## src/rtl/span_margin_seq_if.sv

```systemverilog
// span_margin_seq_if: Avalon-MM style register bus between a host and span_margin_seq.
//   chipselect/write/read/offset/writeData : host -> slave access strobes, word offset and write data
//   readData                               : slave -> host registered read data
//   irq                                    : slave -> host level interrupt
interface span_margin_seq_if #(
    parameter int DATA_W = 16,
    parameter int ADDR_W = 6
);
    logic              chipselect;
    logic              write;
    logic              read;
    logic [ADDR_W-1:0] offset;
    logic [DATA_W-1:0] writeData;
    logic [DATA_W-1:0] readData;
    logic              irq;

    modport master (
        output chipselect, write, read, offset, writeData,
        input  readData, irq
    );

    modport slave (
        input  chipselect, write, read, offset, writeData,
        output readData, irq
    );
endinterface

```

## src/rtl/span_margin_seq.sv

```systemverilog
// span_margin_seq: SPAN initial-margin front end, a register slave that sequences scan, spread
// and cross-commodity engines and forms a saturating margin sum.
//   clk, reset                   : clock, synchronous active-high reset
//   bus (slave)                  : register access, registered readData, level irq
//   psr, positions, maturities   : configuration presented to the engines
//   *_start / *_done / *_res     : per-engine one-cycle start pulse, completion strobe and result
module span_margin_seq #(
    parameter int DATA_W   = 16,
    parameter int N_MONTHS = 8,
    parameter int ADDR_W   = 6,
    parameter int TIMEOUT  = 1024
) (
    input  logic                       clk,
    input  logic                       reset,
    span_margin_seq_if.slave           bus,
    output logic [DATA_W-1:0]          psr,
    output logic [N_MONTHS*DATA_W-1:0] positions,
    output logic [N_MONTHS*8-1:0]      maturities,
    output logic                       scan_start,
    output logic                       spread_start,
    output logic                       cross_start,
    input  logic                       scan_done,
    input  logic                       spread_done,
    input  logic                       cross_done,
    input  logic [DATA_W-1:0]          scan_res,
    input  logic [DATA_W-1:0]          spread_res,
    input  logic [DATA_W-1:0]          cross_res
);
    localparam logic [2:0] IDLE   = 3'd0;
    localparam logic [2:0] SCAN   = 3'd1;
    localparam logic [2:0] SPREAD = 3'd2;
    localparam logic [2:0] CROSS  = 3'd3;
    localparam logic [2:0] SUM    = 3'd4;
    localparam logic [2:0] DONE   = 3'd5;
    localparam logic [2:0] ERR    = 3'd6;
    localparam int CW = $clog2(TIMEOUT + 1);
    // one extra offset bit so the end of the maturity window never wraps to zero
    localparam int AW = ADDR_W + 1;

    logic [2:0]        state_q, state_d;
    logic [CW-1:0]     cnt_q, cnt_d;
    logic [DATA_W-1:0] rd_q, rd_d;
    logic [DATA_W-1:0] psr_q, margin_q, scan_q, spread_q, cross_q;
    logic [DATA_W-1:0] pos_q [N_MONTHS];
    logic [7:0]        mat_q [N_MONTHS];
    logic              irq_en_q, done_q, ovf_q, to_q, wr_err_q;
    logic              scan_start_q, spread_start_q, cross_start_q;
    logic [AW-1:0]     off;
    logic              wr_en, rd_en, busy, waiting, tmo, ctrl_wr, start_wr, cfg_wr, clr, sat;
    logic [DATA_W+1:0] sum;

    assign off      = {1'b0, bus.offset};
    assign wr_en    = bus.chipselect & bus.write;
    // a read paired with a write is treated as a pure write
    assign rd_en    = bus.chipselect & bus.read & ~bus.write;
    assign busy     = state_q inside {SCAN, SPREAD, CROSS, SUM};
    assign waiting  = state_q inside {SCAN, SPREAD, CROSS};
    assign tmo      = waiting & (cnt_q == CW'(TIMEOUT - 1));
    assign ctrl_wr  = wr_en & (off == AW'(0));
    assign start_wr = ctrl_wr & bus.writeData[0] & (state_q == IDLE);
    assign cfg_wr   = wr_en & ((off == AW'(2)) | ((off >= AW'(8)) & (off < AW'(8 + 2*N_MONTHS))));
    assign clr      = (rd_en & (off == AW'(1))) | (ctrl_wr & bus.writeData[2]) | start_wr;
    assign sum      = {2'b00, scan_q} + {2'b00, spread_q} + {2'b00, cross_q};
    assign sat      = |sum[DATA_W +: 2];

    // an engine done wins over a timeout landing on the same cycle
    always_comb begin
        state_d = state_q;
        case (state_q)
            IDLE:    state_d = start_wr ? SCAN : IDLE;
            SCAN:    state_d = scan_done ? SPREAD : tmo ? ERR : SCAN;
            SPREAD:  state_d = spread_done ? CROSS : tmo ? ERR : SPREAD;
            CROSS:   state_d = cross_done ? SUM : tmo ? ERR : CROSS;
            SUM:     state_d = DONE;
            default: state_d = IDLE;
        endcase
        cnt_d = (waiting && state_d == state_q) ? cnt_q + 1'b1 : '0;
    end

    always_comb begin
        rd_d = '0;
        case (off)
            AW'(0):  rd_d = DATA_W'(irq_en_q);
            AW'(1):  rd_d = DATA_W'({wr_err_q, to_q, ovf_q, done_q, busy});
            AW'(2):  rd_d = psr_q;
            AW'(3):  rd_d = margin_q;
            AW'(4):  rd_d = scan_q;
            AW'(5):  rd_d = spread_q;
            AW'(6):  rd_d = cross_q;
            default: rd_d = '0;
        endcase
        for (int k = 0; k < N_MONTHS; k++) begin
            if (off == AW'(8 + k)) rd_d = pos_q[k];
            if (off == AW'(8 + N_MONTHS + k)) rd_d = DATA_W'(mat_q[k]);
        end
    end

    always_ff @(posedge clk) begin
        if (reset) begin
            state_q        <= IDLE;
            cnt_q          <= '0;
            rd_q           <= '0;
            psr_q          <= '0;
            margin_q       <= '0;
            scan_q         <= '0;
            spread_q       <= '0;
            cross_q        <= '0;
            irq_en_q       <= 1'b0;
            done_q         <= 1'b0;
            ovf_q          <= 1'b0;
            to_q           <= 1'b0;
            wr_err_q       <= 1'b0;
            scan_start_q   <= 1'b0;
            spread_start_q <= 1'b0;
            cross_start_q  <= 1'b0;
            for (int k = 0; k < N_MONTHS; k++) begin
                pos_q[k] <= '0;
                mat_q[k] <= '0;
            end
        end else begin
            state_q        <= state_d;
            cnt_q          <= cnt_d;
            scan_start_q   <= start_wr;
            spread_start_q <= (state_q == SCAN) && (state_d == SPREAD);
            cross_start_q  <= (state_q == SPREAD) && (state_d == CROSS);
            if (state_q == SCAN && scan_done) scan_q <= scan_res;
            if (state_q == SPREAD && spread_done) spread_q <= spread_res;
            if (state_q == CROSS && cross_done) cross_q <= cross_res;
            if (state_q == SUM) margin_q <= sat ? '1 : sum[DATA_W-1:0];
            if (ctrl_wr) irq_en_q <= bus.writeData[1];
            if (cfg_wr && !busy && off == AW'(2)) psr_q <= bus.writeData;
            for (int k = 0; k < N_MONTHS; k++) begin
                if (cfg_wr && !busy && off == AW'(8 + k)) pos_q[k] <= bus.writeData;
                if (cfg_wr && !busy && off == AW'(8 + N_MONTHS + k)) mat_q[k] <= bus.writeData[7:0];
            end
            // sticky flags: a new event on the clearing cycle still sets the flag
            done_q   <= (state_q == SUM) | (state_d == ERR) | (done_q & ~clr);
            ovf_q    <= ((state_q == SUM) & sat) | (ovf_q & ~clr);
            to_q     <= (state_d == ERR) | (to_q & ~clr);
            wr_err_q <= (cfg_wr & busy) | (wr_err_q & ~clr);
            if (rd_en) rd_q <= rd_d;
        end
    end

    for (genvar i = 0; i < N_MONTHS; i++) begin : g_flat
        assign positions[i*DATA_W +: DATA_W] = pos_q[i];
        assign maturities[i*8 +: 8]          = mat_q[i];
    end

    assign psr          = psr_q;
    assign scan_start   = scan_start_q;
    assign spread_start = spread_start_q;
    assign cross_start  = cross_start_q;
    assign bus.readData = rd_q;
    assign bus.irq      = irq_en_q & done_q;
endmodule

```

## src/flat_wrapper.sv

```systemverilog
// flat-port wrapper written by rule: the top's interface ports become plain ports
module span_margin_seq_flat 
#(
    parameter int DATA_W   = 16,
    parameter int N_MONTHS = 8,
    parameter int ADDR_W   = 6,
    parameter int TIMEOUT  = 1024
)
  (clk, reset, psr, positions, maturities, scan_start, spread_start, cross_start, scan_done, spread_done, cross_done, scan_res, spread_res, cross_res, bus_chipselect, bus_write, bus_read, bus_offset, bus_writeData, bus_readData, bus_irq);
  span_margin_seq_if #(.DATA_W(DATA_W), .ADDR_W(ADDR_W)) bus_i ();
  input  logic clk;
  input  logic reset;
  output logic [DATA_W-1:0] psr;
  output logic [N_MONTHS*DATA_W-1:0] positions;
  output logic [N_MONTHS*8-1:0] maturities;
  output logic scan_start;
  output logic spread_start;
  output logic cross_start;
  input  logic scan_done;
  input  logic spread_done;
  input  logic cross_done;
  input  logic [DATA_W-1:0] scan_res;
  input  logic [DATA_W-1:0] spread_res;
  input  logic [DATA_W-1:0] cross_res;
  input wire logic [$bits(bus_i.chipselect)-1:0] bus_chipselect;
  input wire logic [$bits(bus_i.write)-1:0] bus_write;
  input wire logic [$bits(bus_i.read)-1:0] bus_read;
  input wire logic [$bits(bus_i.offset)-1:0] bus_offset;
  input wire logic [$bits(bus_i.writeData)-1:0] bus_writeData;
  output wire logic [$bits(bus_i.readData)-1:0] bus_readData;
  output wire logic [$bits(bus_i.irq)-1:0] bus_irq;
  assign bus_i.chipselect = bus_chipselect;
  assign bus_i.write = bus_write;
  assign bus_i.read = bus_read;
  assign bus_i.offset = bus_offset;
  assign bus_i.writeData = bus_writeData;
  assign bus_readData = bus_i.readData;
  assign bus_irq = bus_i.irq;
  span_margin_seq #(.DATA_W(DATA_W), .N_MONTHS(N_MONTHS), .ADDR_W(ADDR_W), .TIMEOUT(TIMEOUT)) u_core (.clk(clk), .reset(reset), .bus(bus_i), .psr(psr), .positions(positions), .maturities(maturities), .scan_start(scan_start), .spread_start(spread_start), .cross_start(cross_start), .scan_done(scan_done), .spread_done(spread_done), .cross_done(cross_done), .scan_res(scan_res), .spread_res(spread_res), .cross_res(cross_res));
endmodule
```

## config.mk

```make
export PLATFORM = sky130hd
export DESIGN_NAME = span_margin_seq_flat
export DESIGN_NICKNAME = d
export VERILOG_FILES = /design/src/rtl/span_margin_seq_if.sv /design/src/rtl/span_margin_seq.sv /design/src/flat_wrapper.sv
export SDC_FILE = /design/constraint.sdc
export NUM_CORES = 1
export LEC_CHECK = 0
export ABC_AREA = 1
export BUFFER_PORTS_ARGS = -buffer_cell sky130_fd_sc_hd__buf_4
export CORE_ASPECT_RATIO = 0.6
export CORE_MARGIN = 1
export CORE_UTILIZATION = 55
export CTS_CLUSTER_DIAMETER = 120
export CTS_CLUSTER_SIZE = 20
export DETAILED_ROUTE_END_ITERATION = 10
export PLACE_DENSITY = 0.8
export REMOVE_ABC_BUFFERS = 1
export SYNTH_ARGS = -nofsm -noshare
export SYNTH_HDL_FRONTEND = slang
export SYNTH_SLANG_ARGS = --single-unit
```

## constraint.sdc

```tcl
create_clock -name clk -period 3.92 [get_ports clk]
set_input_delay 0.392 -clock clk [delete_from_list [all_inputs] [get_ports clk]]
set_output_delay 0.392 -clock clk [all_outputs]
set_load 0.01 [all_outputs]
```

==> out/qor.csv, run 1 <==
metric,value,unit
cpMostUsedCell,nand2_2,
viasPerCell,5.844,
powerDensity,335.6,mW/mm^2
critPathKind,reg2reg,
wl_per_cell,22.59,um
max-clock-path-buffers,3,
worst_slack,0.1239,ns
p_total,6.227,mW
max_cap_viol_count,0,
yosys.cell_types.count,47,
die_w,213.9,um
synth.yosys.seq_area_share,0.5488,
overflow,0,
cts_max_level,1,
drt_iter0_drc,2049,
crit_slowest_cell,dfxtp_2,
drc,0,
initial_utilization,0.5606,
fin_tns_setup,0,ns
critPathLaunchType,flop,
dr.pass1.iters,6,
highest_layer,met4,
rows,46,
min_to,u_core.scan_q[6]$_SDFFE_PP0P_,
critPathMaxStageDelay,0.34,ns
routed_wl,55.07,mm
met3_length,8.296,mm
tightest_slew,1.176,ns
synth-async-reset-ratio,0,
antennaDiodeCount,0,
gp_congestion,0.9753,
grt_start_max_net_pins,47,
maxSlewViolCount,0,
dpl_worst_slack,-0.1876,ns
clk_pin_slew,0.10,ns
combPwrFrac,0.087,
rsz0062_at_grt,true,
status,"finished, final reports clean",
ir_drop,0.3244,mV
placed_cells,2397,
grt_pass1_wl,78.67,mm
clk_latency,0.55,ns
io_pins,306,
synth_edf_count,192,
p_leak,7.928,nW
via_count,14250,
finalCritPeriodShare,0.9684,
synth-main-ff-cell,edfxtp_1,
syn_avg_cell_area,8.531,um^2
portBuffers,305,
met1_length,23.16,mm
holdPathStages,3,
min_period,3.796,ns
dr_wl_met2,22.33,mm
hold_buffers,0,
drtAntennaViolNets,0,
hold_viol_final,0,
crit_fanout,5,
crit_arrival,4.30,ns
critPathRequiredTime,4.42,ns
cts_tree,done,
r2r-end,u_core.margin_q[0]$_SDFFE_PP0P_,
synth_cells,1736,
clock_skew,0.03137,ns
pwr-share-clk,0.331,
intPower,4.685,mW
area_growth,25.29,%
power_frac_seq,0.582,
power_switching,1.542,mW
final_cells,2438,
num-nets-final,2180,
setup_viol,0,
r2r_start,u_core.spread_q[2]$_SDFFE_PP0P_,
cts-root-buf,clkbuf_16,
reg2reg_depth,28,
core_area,0.02642,mm^2
synth_area,0.01481,mm^2
hp-class,in2reg,
max-slew-margin-rel,0.2076,
hold_path.startpoint,scan_res[6],
grt_antenna_before_repair,0,
fmax,263.4,MHz
final_util,0.7024,
r2r_setup_slack,0.12,ns
die_h,129.1,um
cts.sinks,310,
dieArea,0.02761,mm^2
grt.total_usage,0.3918,
p_sw_frac,0.2476,
cts_made_buffers,19,
endpoint_kind,flop,
ys_seq_elements,310,
ys_warn_count,0,
drive_above_1_share,0.2286,
hpwl,42.22,mm
grt_pass1_vias,12690,
per-stage QoR:
step	hold slack, ns	cell area (um^2)
global placement	0.4332	17730
detailed placement	0.4433	17730
CTS	0.07089	18370
global route	0.08015	18560
floorplan	0.4175	14540
finish	0.07665	18560
synthesized netlist by cell type, types with 19 or more instances:
cell type | instances | area share
inv_1 | 202 | 0.051
o21ai_0 | 77 | 0.026
clkbuf_1 | 42 | 0.011
nand4_1 | 40 | 0.017
nor2_1 | 336 | 0.085
nand3_1 | 52 | 0.018
edfxtp_1 | 192 | 0.39
ha_1 | 33 | 0.028
nor3_1 | 24 | 0.0081
xor2_1 | 20 | 0.012
dfxtp_1 | 118 | 0.16
a21oi_1 | 133 | 0.045
buf_2 | 19 | 0.0064
nand2_1 | 321 | 0.081
state kept, by name (all words and copies together) (netlist names), 3 cells and up:
register	cells
u_core.state_q	3
u_core.cnt_q	11
u_core.mat_q	64
u_core.scan_q	16
u_core.spread_q	16
u_core.margin_q	16
u_core.pos_q	128
u_core.cross_q	16
u_core.bus.readData	16
u_core.psr	16
power groups by stage:
stage / registers [mW] / clock network [mW] / logic, mW
global route: 3.63 / 2.15 / 0.570
global placement: 3.69 / 0 / 0.523
floorplan: 3.72 / 0 / 0.137
CTS: 3.62 / 2.04 / 0.530
finish: 3.63 / 2.06 / 0.543
detailed placement: 3.70 / 0 / 0.528
worst max-delay path, delay by kind of cell, from the launching register on:
kind,cells,cell delay (ns)
AO/OA/AOI/OAI,6,0.91
XOR/XNOR,1,0.15
adder cells (fa/ha/maj),2,0.55
buffers and inverters,5,0.45
flip-flops,1,0.34
AND/OR/NAND/NOR,14,1.36
cell type report:
| class | instances | area, um^2 |
|---|---|---|
| Sequential cell | 310 | 8132 |
| Multi-Input combinational cell | 1151 | 5839 |
| Fill cell | 2076 | 7863 |
| Inverter | 212 | 798.3 |
| Clock inverter | 1 | 11.26 |
| Tap cell | 360 | 450.4 |
| Clock buffer | 31 | 520.5 |
| Timing Repair Buffer | 373 | 2804 |
cell families after synthesis:
logic type               count (synthesis)  synth area share
AO/OA/AOI/OAI                          274            0.1017
adder cells (fa/ha/maj)                 35           0.03058
flip-flops                             310            0.5488
buffers and inverters                  276           0.07232
XOR/XNOR                                33           0.01952
AND/OR/NAND/NOR                        808            0.2271
how the worst max path moves through the flow:
stage,from,endpoint,slack (ns),cells past startpoint
finish,u_core.spread_q[2]$_SDFFE_PP0P_,u_core.margin_q[0]$_SDFFE_PP0P_,0.12,28
global route,u_core.spread_q[3]$_SDFFE_PP0P_,u_core.margin_q[14]$_SDFFE_PP0P_,-0.19,23
CTS,u_core.spread_q[2]$_SDFFE_PP0P_,u_core.margin_q[12]$_SDFFE_PP0P_,0.02,28
detailed placement,u_core.spread_q[2]$_SDFFE_PP0P_,u_core.margin_q[6]$_SDFFE_PP0P_,-0.19,28
global placement,u_core.spread_q[2]$_SDFFE_PP0P_,u_core.margin_q[6]$_SDFFE_PP0P_,-0.1,28
floorplan,u_core.spread_q[2]$_SDFFE_PP0P_,u_core.margin_q[12]$_SDFFE_PP0P_,0.43,28
routing by layer:
layer / vias up / track usage
met5: - / 0
met4: 0 / 0.08824
met3: 84 / 0.1219
met2: 1061 / 0.5365
met1: 6731 / 0.5991
li1: 6372 / -
cells in the final DEF, fill, tap and decap left out, types with 24 or more instances in the layout:
master / synthesis / final
a21oi_1: 133 / 126
inv_1: 202 / 200
nor3_1: 24 / 24
o21ai_0: 77 / 73
dfxtp_1: 118 / 115
nor2_1: 336 / 336
buf_4: 1 / 372
edfxtp_1: 192 / 192
ha_1: 33 / 24
nand2_1: 321 / 310
nand4_1: 40 / 40
nand3_1: 52 / 49
what timing repair did:
action,in CTS,in global routing
setup endpoints to repair,17,17
buffers inserted,3,5
pin swaps,13,32
resized for setup,14,39
hold endpoints to repair,0,0
gates cloned,1,0
No activity file was read; power rests on OpenSTA's default activity.
==> run 2, diff against run 1 <==
--- a/config.mk
+++ b/config.mk
@@ -9,11 +9,11 @@
 export BUFFER_PORTS_ARGS = -buffer_cell sky130_fd_sc_hd__buf_4
 export CORE_ASPECT_RATIO = 0.6
 export CORE_MARGIN = 1
-export CORE_UTILIZATION = 55
+export CORE_UTILIZATION = 47
 export CTS_CLUSTER_DIAMETER = 120
 export CTS_CLUSTER_SIZE = 20
 export DETAILED_ROUTE_END_ITERATION = 10
-export PLACE_DENSITY = 0.8
+export PLACE_DENSITY = 0.7
 export REMOVE_ABC_BUFFERS = 1
 export SYNTH_ARGS = -nofsm -noshare
 export SYNTH_HDL_FRONTEND = slang
==> run 2 against run 1 <==
Against the previous run:
- clock skew fell by 0.0067 ns
- setup slack improved by 0.0037 ns
- final area is 0.83% higher
- routed wire length increased by 3.2%
- total power about the same
- register-to-register slack is essentially flat
- worst hold slack improved by 0.0069 ns
- first-iteration DRC count down 21%
- critical path depth down 4
- global-route usage down 4.5 points
- largest power group unchanged
==> out/qor.csv, run 2 (same netlist as run 1, synthesis figures left out) <==
metric,value,unit
min_period,3.792,ns
final_common_cell,buf_4,
largest_register_ffs,128,
min_to,u_core.scan_q[7]$_SDFFE_PP0P_,
clk_latency,0.54,ns
cts.sinks,310,
die_w,231.2,um
hp-class,in2reg,
crit_fanout,5,
reg2reg_depth,24,
placed_area,0.01784,mm^2
grt.total_usage,0.3464,
crit_slowest_cell,fa_2,
io_pins,306,
ff_latch_area,0.008139,mm^2
die_h,139.5,um
cts_max_level,1,
drc,0,
power_frac_seq,0.582,
fillers,2676,
worst_slack,0.1276,ns
gp_congestion,1.007,
rsz0062_at_grt,true,
p_leak,7.993,nW
viasPerCell,5.622,
cts_made_buffers,19,
power_switching,1.543,mW
rows,49,
tightest_slew,1.112,ns
p_sw_frac,0.2477,
grt_antenna_before_repair,0,
grt_pass1_wl,81.94,mm
drive_above_1_share,0.2314,
wl_per_cell,22.77,um
drtAntennaViolNets,0,
holdPathStages,3,
crit_family,compound AO/OA/AOI/OAI gates,
critPathKind,reg2reg,
grt_pass1_vias,12880,
routed_wl,56.81,mm
area_growth,26.32,%
multiInputGateArea,0.005853,mm^2
max-slew-margin-rel,0.2511,
top_regs,"u_core.pos_q: 128 flops, u_core.mat_q: 64 flops",
hold_path.startpoint,scan_res[7],
fmax,263.7,MHz
final_cell_mix,"buf_4, nor2_1, nand2_1",
critical_path.cell_chain,"buf_4, fa_2, nand3_2, nand2_2, nand2_1, o211ai_1, a21oi_1, o21bai_1, buf_4, a21oi_4, o21bai_4, a21oi_2, xnor2_1, ha_1, nand2_2, nor2_2, nand3_1, nand4_1, o21bai_4, nand3b_4, nor2_4, nand2_1, nand2_1, inv_1",
maxSlewViolCount,0,
cpMostUsedCell,nand2_1,
core_area,0.03047,mm^2
overflow,0,
dr.pass1.iters,6,
num-nets-final,2189,
max_cap_viol_count,0,
setup_viol,0,
via_count,14030,
combPwrFrac,0.087,
final_cell_area,0.01871,mm^2
critPathBufInv,3,
grt_start_max_net_pins,44,
cts_tree,done,
drt_iter0_drc,1625,
pwr-share-clk,0.330,
initial_utilization,0.4861,
hold_viol_final,0,
antennaDiodeCount,0,
intPower,4.685,mW
dieArea,0.03225,mm^2
finalCritPeriodShare,0.9674,
clk_pin_slew,0.09,ns
hpwl,44.03,mm
max-clock-path-buffers,3,
powerDensity,332.9,mW/mm^2
critPathLaunchType,flop,
endpoint_kind,flop,
r2r_start,u_core.scan_q[1]$_SDFFE_PP0P_,
r2r-end,u_core.margin_q[4]$_SDFFE_PP0P_,
portBuffers,305,
critPathMaxStageDelay,0.41,ns
status,"finished, final reports clean",
ir_drop,0.2992,mV
cts-root-buf,clkbuf_16,
crit_arrival,4.23,ns
r2r_setup_slack,0.13,ns
top_register,u_core.pos_q,
clock_skew,0.02462,ns
critPathRequiredTime,4.36,ns
dpl_worst_slack,-0.05713,ns
## run 2: changes by cell type in the layout (fill, tap and decap cells not counted), sizes merged
| cell | before | now |
|---|---|---|
| buf | 373 | 382 |
## run 2: timing repair
item	4_1_cts	5_1_grt
resized for setup	12	42
endpoints found under the setup margin	16	17
endpoints found under the hold margin	0	0
setup buffers	8	2
gates cloned	1	0
hold buffers	0	0
pin swaps	19	31
## run 2: how the worst max path moves through the flow
stage	startpoint	to	slack (ns)	depth (start not counted)
final	u_core.scan_q[1]$_SDFFE_PP0P_	u_core.margin_q[4]$_SDFFE_PP0P_	0.13	24
after global routing	u_core.scan_q[6]$_SDFFE_PP0P_	u_core.margin_q[14]$_SDFFE_PP0P_	-0.10	22
after CTS	u_core.spread_q[2]$_SDFFE_PP0P_	u_core.margin_q[12]$_SDFFE_PP0P_	0.01	28
after detailed placement	u_core.spread_q[2]$_SDFFE_PP0P_	u_core.margin_q[8]$_SDFFE_PP0P_	-0.06	28
after global placement	u_core.spread_q[2]$_SDFFE_PP0P_	u_core.margin_q[8]$_SDFFE_PP0P_	0.03	28
after floorplan	u_core.spread_q[2]$_SDFFE_PP0P_	u_core.margin_q[12]$_SDFFE_PP0P_	0.43	28
## run 2: power by group through the flow
stage | clock network [mW] | registers, mW | logic [mW]
detailed placement | 0 | 3.70 | 0.536
global placement | 0 | 3.70 | 0.532
CTS | 2.05 | 3.62 | 0.538
global route | 2.15 | 3.63 | 0.573
finish | 2.06 | 3.63 | 0.545
floorplan | 0 | 3.72 | 0.137
## run 2: final cells by class
type,count,area share
Timing Repair Buffer,382,0.1539
Clock inverter,1,0.0006019
Inverter,212,0.04253
Multi-Input combinational cell,1151,0.3128
Sequential cell,310,0.4350
Clock buffer,31,0.02782
Tap cell,408,0.02729
## run 2: stage by stage
step           total power [mW]  std cells  TNS [ns]  hold slack (ns)  utilization
6_report                  6.228       2495         0          0.08358       0.6140
5_1_grt                   6.362       2495    -1.213          0.09042       0.6140
4_1_cts                   6.209       2493         0          0.07200       0.6072
3_5_place_dp              4.234       2452   -0.6549           0.4429       0.5854
3_3_place_gp              4.230       2452         0           0.4284       0.5854
2_1_floorplan             3.860       1672         0           0.4175            -
## run 2: per-layer routing
| layer | global-route usage | wire length (um) | up-vias |
|---|---|---|---|
| met3 | 0.08115 | 7494 | 69 |
| met4 | 0.07250 | 1220 | 0 |
| met2 | 0.4756 | 22840 | 937 |
| met1 | 0.5457 | 25250 | 6631 |
| met5 | 0 | 0 | - |
| li1 | - | - | 6390 |
## run 2: worst min-delay path: stages
cell and delay, ns:
buf_4 0.08, nor2_1 0.04, nor2_1 0.08
